[config.mk]
export PLATFORM = sky130hd
export DESIGN_NAME = resource_arbiter
export DESIGN_NICKNAME = d
export VERILOG_FILES = /design/src/rtl/alu_pkg.sv /design/src/rtl/rr_select.sv /design/src/rtl/resource_arbiter.sv
export SDC_FILE = /design/constraint.sdc
export NUM_CORES = 1
export LEC_CHECK = 0
export ABC_AREA = 1
export CAP_MARGIN = 20
export CORE_MARGIN = 4
export CORE_UTILIZATION = 27
export CTS_CLUSTER_DIAMETER = 40
export DETAILED_ROUTE_END_ITERATION = 6
export GPL_ROUTABILITY_DRIVEN = 0
export GPL_TIMING_DRIVEN = 1
export PLACE_DENSITY = 0.93
export SLEW_MARGIN = 20
export SYNTH_ARGS = -nofsm -noshare
export SYNTH_HDL_FRONTEND = slang
export SYNTH_HIERARCHICAL = 1
export SYNTH_SLANG_ARGS = --single-unit
[constraint.sdc]
create_clock -name i_clock -period 2.6 [get_ports i_clock]
set_input_delay 0.26 -clock i_clock [delete_from_list [all_inputs] [get_ports i_clock]]
set_output_delay 0.26 -clock i_clock [all_outputs]
set_load 0.02 [all_outputs]
[src/rtl/alu_pkg.sv]
// Shared ALU definitions: arbiter state encoding, round-robin pointer sizing
// and the default datapath width.
package alu_pkg;

  localparam int DEFAULT_N = 8;

  typedef enum logic {
    ARB_IDLE,
    ARB_OWNED
  } arb_state_e;

  // A pointer still needs one bit when there is only one requester.
  function automatic int rr_ptr_width(input int r);
    return (r > 1) ? $clog2(r) : 1;
  endfunction

endpackage

[src/rtl/rr_select.sv]
// Combinational round-robin picker: returns the one-hot winner, which is the
// first set request bit at or after the pointer, wrapping modulo R.
module rr_select
  import alu_pkg::*;
#(
  parameter int R  = 3,
  parameter int PW = rr_ptr_width(R)
) (
  input  logic [R-1:0]  request,
  input  logic [PW-1:0] pointer,
  output logic [R-1:0]  winner
);

  logic [PW-1:0] idx;

  // NOTE: every variable written here gets a default before any condition, so
  // no path leaves it unassigned and no latch is inferred.
  always_comb begin
    winner = '0;
    idx    = '0;
    // Walk from farthest to nearest so the nearest hit overwrites the rest.
    for (int i = R - 1; i >= 0; i--) begin
      idx = PW'((int'(pointer) + i) % R);
      if (request[idx]) begin
        winner      = '0;
        winner[idx] = 1'b1;
      end
    end
  end

endmodule

[src/rtl/resource_arbiter.sv]
// Round-robin owner arbiter for the shared ALU adder/comparator pair.
// Define RESOURCE_ARBITER_TIMEOUT_EN to add the MAX_HOLD grant timeout and o_timeout.
module resource_arbiter
  import alu_pkg::*;
#(
  parameter int N        = DEFAULT_N,
  parameter int R        = 3,
  parameter int MAX_HOLD = 255
) (
  input  logic           i_clock,
  input  logic           i_reset,
  input  logic [R-1:0]   i_request,
  output logic [R-1:0]   o_grant,
  input  logic [R*N-1:0] i_augend,
  input  logic [R*N-1:0] i_addend,
  input  logic [R*N-1:0] i_left,
  input  logic [R*N-1:0] i_right,
  output logic [R*N-1:0] o_sum,
  output logic [R-1:0]   o_equal,
  output logic [N-1:0]   o_adder_augend,
  output logic [N-1:0]   o_adder_addend,
  input  logic [N-1:0]   i_adder_sum,
  output logic [N-1:0]   o_comparator_left,
  output logic [N-1:0]   o_comparator_right,
  input  logic           i_comparator_equal,
`ifdef RESOURCE_ARBITER_TIMEOUT_EN
  output logic           o_timeout,
`endif
  output logic           o_busy
);

  localparam int PW = rr_ptr_width(R);

  arb_state_e    state;
  logic [PW-1:0] ptr;
  logic [PW-1:0] owner_idx;
  logic [PW-1:0] next_ptr;
  logic [PW-1:0] sel_ptr;
  logic [R-1:0]  cand_req;
  logic [R-1:0]  winner;
  logic          owner_req;
  logic          release_now;

`ifdef RESOURCE_ARBITER_TIMEOUT_EN
  localparam int HW = $clog2(MAX_HOLD + 1);
  logic [HW-1:0] hold_cnt;
  logic [R-1:0]  blocked;
  logic          timeout_hit;

  // Fires on the edge that would bring the hold count up to MAX_HOLD.
  assign timeout_hit = (state == ARB_OWNED) && owner_req &&
                       (hold_cnt == HW'(MAX_HOLD - 1));
`endif

  always_comb begin
    owner_idx = '0;
    for (int k = 0; k < R; k++) begin
      if (o_grant[k]) owner_idx = PW'(k);
    end
  end

  assign owner_req = |(o_grant & i_request);
  assign next_ptr  = (owner_idx == PW'(R - 1)) ? '0 : owner_idx + 1'b1;
  // While owned, arbitration only matters on release and then uses the advanced pointer.
  assign sel_ptr   = (state == ARB_OWNED) ? next_ptr : ptr;

`ifdef RESOURCE_ARBITER_TIMEOUT_EN
  assign release_now = (state == ARB_OWNED) && (!owner_req || timeout_hit);
  assign cand_req    = i_request & ~blocked & ~(timeout_hit ? o_grant : '0);
`else
  assign release_now = (state == ARB_OWNED) && !owner_req;
  assign cand_req    = i_request;
`endif

  rr_select #(.R(R), .PW(PW)) u_rr_select (
    .request (cand_req),
    .pointer (sel_ptr),
    .winner  (winner)
  );

  // NOTE: registered state uses non-blocking assignments so every flop samples
  // the values from before the edge, independent of statement order.
  always_ff @(posedge i_clock or negedge i_reset) begin
    if (!i_reset) begin
      state    <= ARB_IDLE;
      o_grant  <= '0;
      ptr      <= '0;
`ifdef RESOURCE_ARBITER_TIMEOUT_EN
      hold_cnt  <= '0;
      blocked   <= '0;
      o_timeout <= 1'b0;
`endif
    end else begin
      if (state == ARB_IDLE || release_now) begin
        o_grant <= winner;
        state   <= (|cand_req) ? ARB_OWNED : ARB_IDLE;
        if (release_now) ptr <= next_ptr;
      end
`ifdef RESOURCE_ARBITER_TIMEOUT_EN
      if (state == ARB_IDLE || release_now) hold_cnt <= '0;
      else                                  hold_cnt <= hold_cnt + 1'b1;
      // A revoked unit stays locked out until it drops its request once.
      blocked   <= (blocked & i_request) | (timeout_hit ? o_grant : '0);
      o_timeout <= timeout_hit;
`endif
    end
  end

  always_comb begin
    o_adder_augend     = '0;
    o_adder_addend     = '0;
    o_comparator_left  = '0;
    o_comparator_right = '0;
    o_sum              = '0;
    o_equal            = '0;
    for (int k = 0; k < R; k++) begin
      if (o_grant[k]) begin
        o_adder_augend     = i_augend[k*N +: N];
        o_adder_addend     = i_addend[k*N +: N];
        o_comparator_left  = i_left[k*N +: N];
        o_comparator_right = i_right[k*N +: N];
        o_sum[k*N +: N]    = i_adder_sum;
        o_equal[k]         = i_comparator_equal;
      end
    end
  end

  assign o_busy = |o_grant;

endmodule
==> report_table.html <==
<table>
<tr><th>Metric</th><th>Value</th></tr>
<tr><th colspan="2">STA</th></tr>
<tr><td>Worst-Margin Slew</td><td>0.424 ns</td></tr>
<tr><td>Tmin final</td><td>2.42 ns</td></tr>
<tr><td>Normalized max-slew margin</td><td>0.717</td></tr>
<tr><td>TNS Setup</td><td>0 ns</td></tr>
<tr><td>Final hold violations</td><td>0</td></tr>
<tr><td>Count of final max-slew check failures</td><td>0</td></tr>
<tr><td>Crit share post-route</td><td>0.931</td></tr>
<tr><td>RSZ-0062 raised after global routing</td><td>false</td></tr>
<tr><td>Final-report setup violation count</td><td>0</td></tr>
<tr><td>Maximum clock frequency</td><td>413 MHz</td></tr>
<tr><td>Post-route clock skew</td><td>~0.00063 ns</td></tr>
<tr><th colspan="2">Synth</th></tr>
<tr><td>Post-synth cell types</td><td>21</td></tr>
<tr><td>Main combinational cell family by area after synthesis</td><td>simple AND/OR/NAND/NOR gates</td></tr>
<tr><td>Cell area after technology mapping</td><td>1440 µm²</td></tr>
<tr><td>Syn. warnings</td><td>6</td></tr>
<tr><td>Post-synthesis simple-gate area fraction</td><td>0.652</td></tr>
<tr><td>Cells after synthesis</td><td>284</td></tr>
<tr><td>Portion of the post-synthesis area used by sequential elements</td><td>0.105</td></tr>
<tr><td>Multiplexer area fraction after synthesis</td><td>0.0157</td></tr>
<tr><td>Xor and xnor fraction of the mapped netlist area</td><td>0</td></tr>
<tr><td>Mean instance size in the synthesized netlist</td><td>roughly 5.1 µm²</td></tr>
<tr><td>Share of the synthesized area in compound gates (AO/OA/AOI/OAI)</td><td>0.00958</td></tr>
<tr><td>Post-synthesis adder-cell area fraction</td><td>0.0348</td></tr>
<tr><td>Syn Nets</td><td>between 300 and 400</td></tr>
<tr><td>Number of register bits inferred by synthesis</td><td>6</td></tr>
<tr><th colspan="2">Final layout</th></tr>
<tr><td>Area overhead of the layout relative to synthesis</td><td>125%</td></tr>
<tr><td>Antenna diode instance count</td><td>0</td></tr>
<tr><td>Number of fillers in the final layout</td><td>452</td></tr>
<tr><td>Layout cells sized above 1</td><td>0.0513</td></tr>
<tr><td>Commonest cells after routing, fill and taps aside</td><td>sky130_fd_sc_hd__clkdlybuf4s50_1 (172), sky130_fd_sc_hd__nand2_1 (123), sky130_fd_sc_hd__nand3_1 (77), sky130_fd_sc_hd__inv_1 (38), sky130_fd_sc_hd__buf_4 (7)</td></tr>
<tr><td>Most frequent standard cell in the layout excluding fill and tap cells</td><td>sky130_fd_sc_hd__clkdlybuf4s50_1</td></tr>
<tr><td>Post-layout nets</td><td>roughly 560</td></tr>
<tr><td>Share of the core filled with cells</td><td>0.628</td></tr>
<tr><th colspan="2">Flow run</th></tr>
<tr><td>Number of max-cap violations</td><td>0</td></tr>
<tr><th colspan="2">Global routing</th></tr>
<tr><td>Overflow left after global routing</td><td>0</td></tr>
<tr><td>Number of antenna violations at the first check in global routing</td><td>0</td></tr>
<tr><td>First-pass GRT wire length</td><td>11100 µm</td></tr>
<tr><td>Overall routing resource usage</td><td>0.212</td></tr>
<tr><td>Met1 track demand over resource</td><td>0.230</td></tr>
<tr><td>Met3 Use GR</td><td>0.0477</td></tr>
<tr><td>Via count of the first global-routing pass</td><td>2384</td></tr>
<tr><td>Global route hottest layer</td><td>met2</td></tr>
<tr><td>Global-route met2 utilization</td><td>0.397</td></tr>
<tr><td>Pin count of the biggest net entering global routing</td><td>34</td></tr>
<tr><th colspan="2">Power and ir drop</th></tr>
<tr><td>Power density relative to cell area</td><td>995 nW/µm²</td></tr>
<tr><td>VDD IR max</td><td>623 µV</td></tr>
<tr><td>Pleak</td><td>~0.0016 µW</td></tr>
<tr><th colspan="2">Clock network</th></tr>
<tr><td>Number of buffers on the longest clock path</td><td>2</td></tr>
<tr><td>Clock tree sinks</td><td>6</td></tr>
<tr><td>Later-pin clock latency in the skew report</td><td>0.22 ns</td></tr>
<tr><td>Root buffer selected by CTS</td><td>sky130_fd_sc_hd__clkbuf_8</td></tr>
<tr><td>Post-CTS setup buffers</td><td>0</td></tr>
<tr><td>Clock Pin Slew Worst Setup and Hold Paths</td><td>0.04 ns</td></tr>
<tr><td>CTS H-Tree Depth</td><td>1</td></tr>
<tr><td>CTS tree</td><td>done</td></tr>
<tr><td>Number of CTS-inserted buffers</td><td>3</td></tr>
<tr><th colspan="2">Setup path</th></tr>
<tr><td>Type of the worst setup path</td><td>reg -&gt; out</td></tr>
<tr><td>Worst EP required</td><td>around 2.3 ns</td></tr>
<tr><td>Sort of element at the end of the critical path</td><td>output pin</td></tr>
<tr><td>Nature of the critical path startpoint</td><td>flop</td></tr>
<tr><td>Data arrival time of the worst path</td><td>2.16 ns</td></tr>
<tr><td>Highest fanout seen on the critical path</td><td>33</td></tr>
<tr><th colspan="2">Route</th></tr>
<tr><td>Via density per instance</td><td>roughly 4.7</td></tr>
<tr><td>Total length of routed wires</td><td>7590 µm</td></tr>
<tr><td>ANT nets after route</td><td>0</td></tr>
<tr><td>Mean routed wirelength per cell</td><td>14.7 µm</td></tr>
<tr><td>Number of optimization iterations in the first detailed-route pass</td><td>5</td></tr>
<tr><td>DRC</td><td>0</td></tr>
<tr><td>Via count</td><td>~2.4k</td></tr>
<tr><td>Iteration-0 DRC Markers</td><td>78</td></tr>
<tr><th colspan="2">Run status</th></tr>
<tr><td>Result of the run</td><td>finished clean</td></tr>
<tr><th colspan="2">Floorplanning</th></tr>
<tr><td>Die outline height</td><td>80.9 µm</td></tr>
<tr><td>Starting Density</td><td>0.279</td></tr>
<tr><td>Die area</td><td>6550 µm²</td></tr>
<tr><td>Floorplan die width</td><td>around 80 µm</td></tr>
<tr><td>Core ar.</td><td>5140 µm²</td></tr>
<tr><td>Std cell rows</td><td>26</td></tr>
<tr><td>Num ports</td><td>173</td></tr>
<tr><th colspan="2">Min path</th></tr>
<tr><td>Min-Delay Path Class</td><td>in -&gt; async</td></tr>
<tr><th colspan="2">Placed design</th></tr>
<tr><td>Number of buffer cells added on primary ports</td><td>172</td></tr>
<tr><td>HPWL after DPL</td><td>6200 µm</td></tr>
</table>
## through the flow
step,std cells,power [µW],hold slack (ns),cell area [µm²],setup slack (ns)
finish,518,3210,0.300,3230,0.179
global route,518,3450,0.315,3230,0.0809
CTS,518,3220,0.301,3230,0.0331
detailed placement,515,3070,0.459,3180,0.271
global placement,515,3010,0.452,3180,0.273
floorplan,284,1890,-0.0356,1440,0.587
## registers in the layout, summed over array words and instances (netlist names)
signal	count
o_grant	3
ptr	2
state	1
## final cells by class
type | instances | area (µm²) | share of cell area
flip-flops and latches | 6 | 151 | 0.0469
multi-input cells | 220 | 1020 | 0.317
well taps | 70 | 87.6 | 0.0271
inverters | 40 | 150 | 0.0465
clock buffers | 3 | 41.3 | 0.0128
repair buffers | 179 | 1770 | 0.550
## worst paths after layout
path	from	to	slack, ns	cells after the start
max	o_grant[1]$_DFFE_PN0P_	o_adder_augend[6]	0.18	6
min	i_reset	o_grant[0]$_DFFE_PN0P_	0.30	1
max reg2reg	o_grant[1]$_DFFE_PN0P_	o_grant[2]$_DFFE_PN0P_	0.51	13
min reg2reg	ptr[1]$_DFFE_PN0P_	ptr[1]$_DFFE_PN0P_	0.47	2
max in group asynchronous	i_reset	o_grant[1]$_DFFE_PN0P_	2.05	1
min in group i_clock	ptr[1]$_DFFE_PN0P_	ptr[1]$_DFFE_PN0P_	0.47	2
## timing repair
item                                    4_1_cts  5_1_grt
gates resized for setup                       0        1
endpoints found under the setup margin        0        2
hold buffers                                  0        0
## metal layers
layer / routed length (µm) / up-vias
li1: - / 1211
met1: 2860 / 1096
met2: 3840 / 106
met3: 686 / 18
met4: 204 / 0
met5: 0 / -
## cells in the mapped netlist
cell                       number  area [µm²]
sky130_fd_sc_hd__nand2_2        3        18.8
sky130_fd_sc_hd__nor2_4         2        22.5
sky130_fd_sc_hd__inv_2          2        7.51
sky130_fd_sc_hd__nand4_1        1        6.26
sky130_fd_sc_hd__nand2_1      123         462
sky130_fd_sc_hd__dfrtp_1        6         150
sky130_fd_sc_hd__nand3b_1       1        7.51
sky130_fd_sc_hd__nor2_1         2        7.51
sky130_fd_sc_hd__inv_1         38         143
sky130_fd_sc_hd__ha_1           4        50.1
sky130_fd_sc_hd__buf_6          3        33.8
sky130_fd_sc_hd__a21oi_2        1        8.76
sky130_fd_sc_hd__buf_4          4        30.0
sky130_fd_sc_hd__mux2_2         2        22.5
sky130_fd_sc_hd__buf_1          2        7.51
sky130_fd_sc_hd__buf_2          7        35.0
sky130_fd_sc_hd__nand3_2        2        20.0
sky130_fd_sc_hd__clkbuf_1       2        7.51
sky130_fd_sc_hd__nand3_1       77         385
sky130_fd_sc_hd__or3_1          1        6.26
sky130_fd_sc_hd__o21ai_0        1        5.00
## power breakdown
part	switching [µW]	internal, µW
sequential	76.7	133
clock	36.9	99.2
combinational	1620	1240
## worst max-delay path: stages (launching register included)
cell                              delay (ns)
sky130_fd_sc_hd__dfrtp_2                0.51
sky130_fd_sc_hd__inv_2                  0.08
sky130_fd_sc_hd__nor2_4                 0.08
sky130_fd_sc_hd__buf_4                  0.33
sky130_fd_sc_hd__nand2_1                0.19
sky130_fd_sc_hd__nand3_1                0.13
sky130_fd_sc_hd__clkdlybuf4s50_1        0.61
## cell families (layout without fill, tap and decap cells)
group | count (synthesis) | in the layout
AOI/OAI and AO/OA | 2 | 2
adders and majority gates | 4 | 4
buffers and inverters | 58 | 222
DFF | 6 | 6
muxes | 2 | 2
and+or+nand+nor | 212 | 212
(Power assumes the default switching activity.)
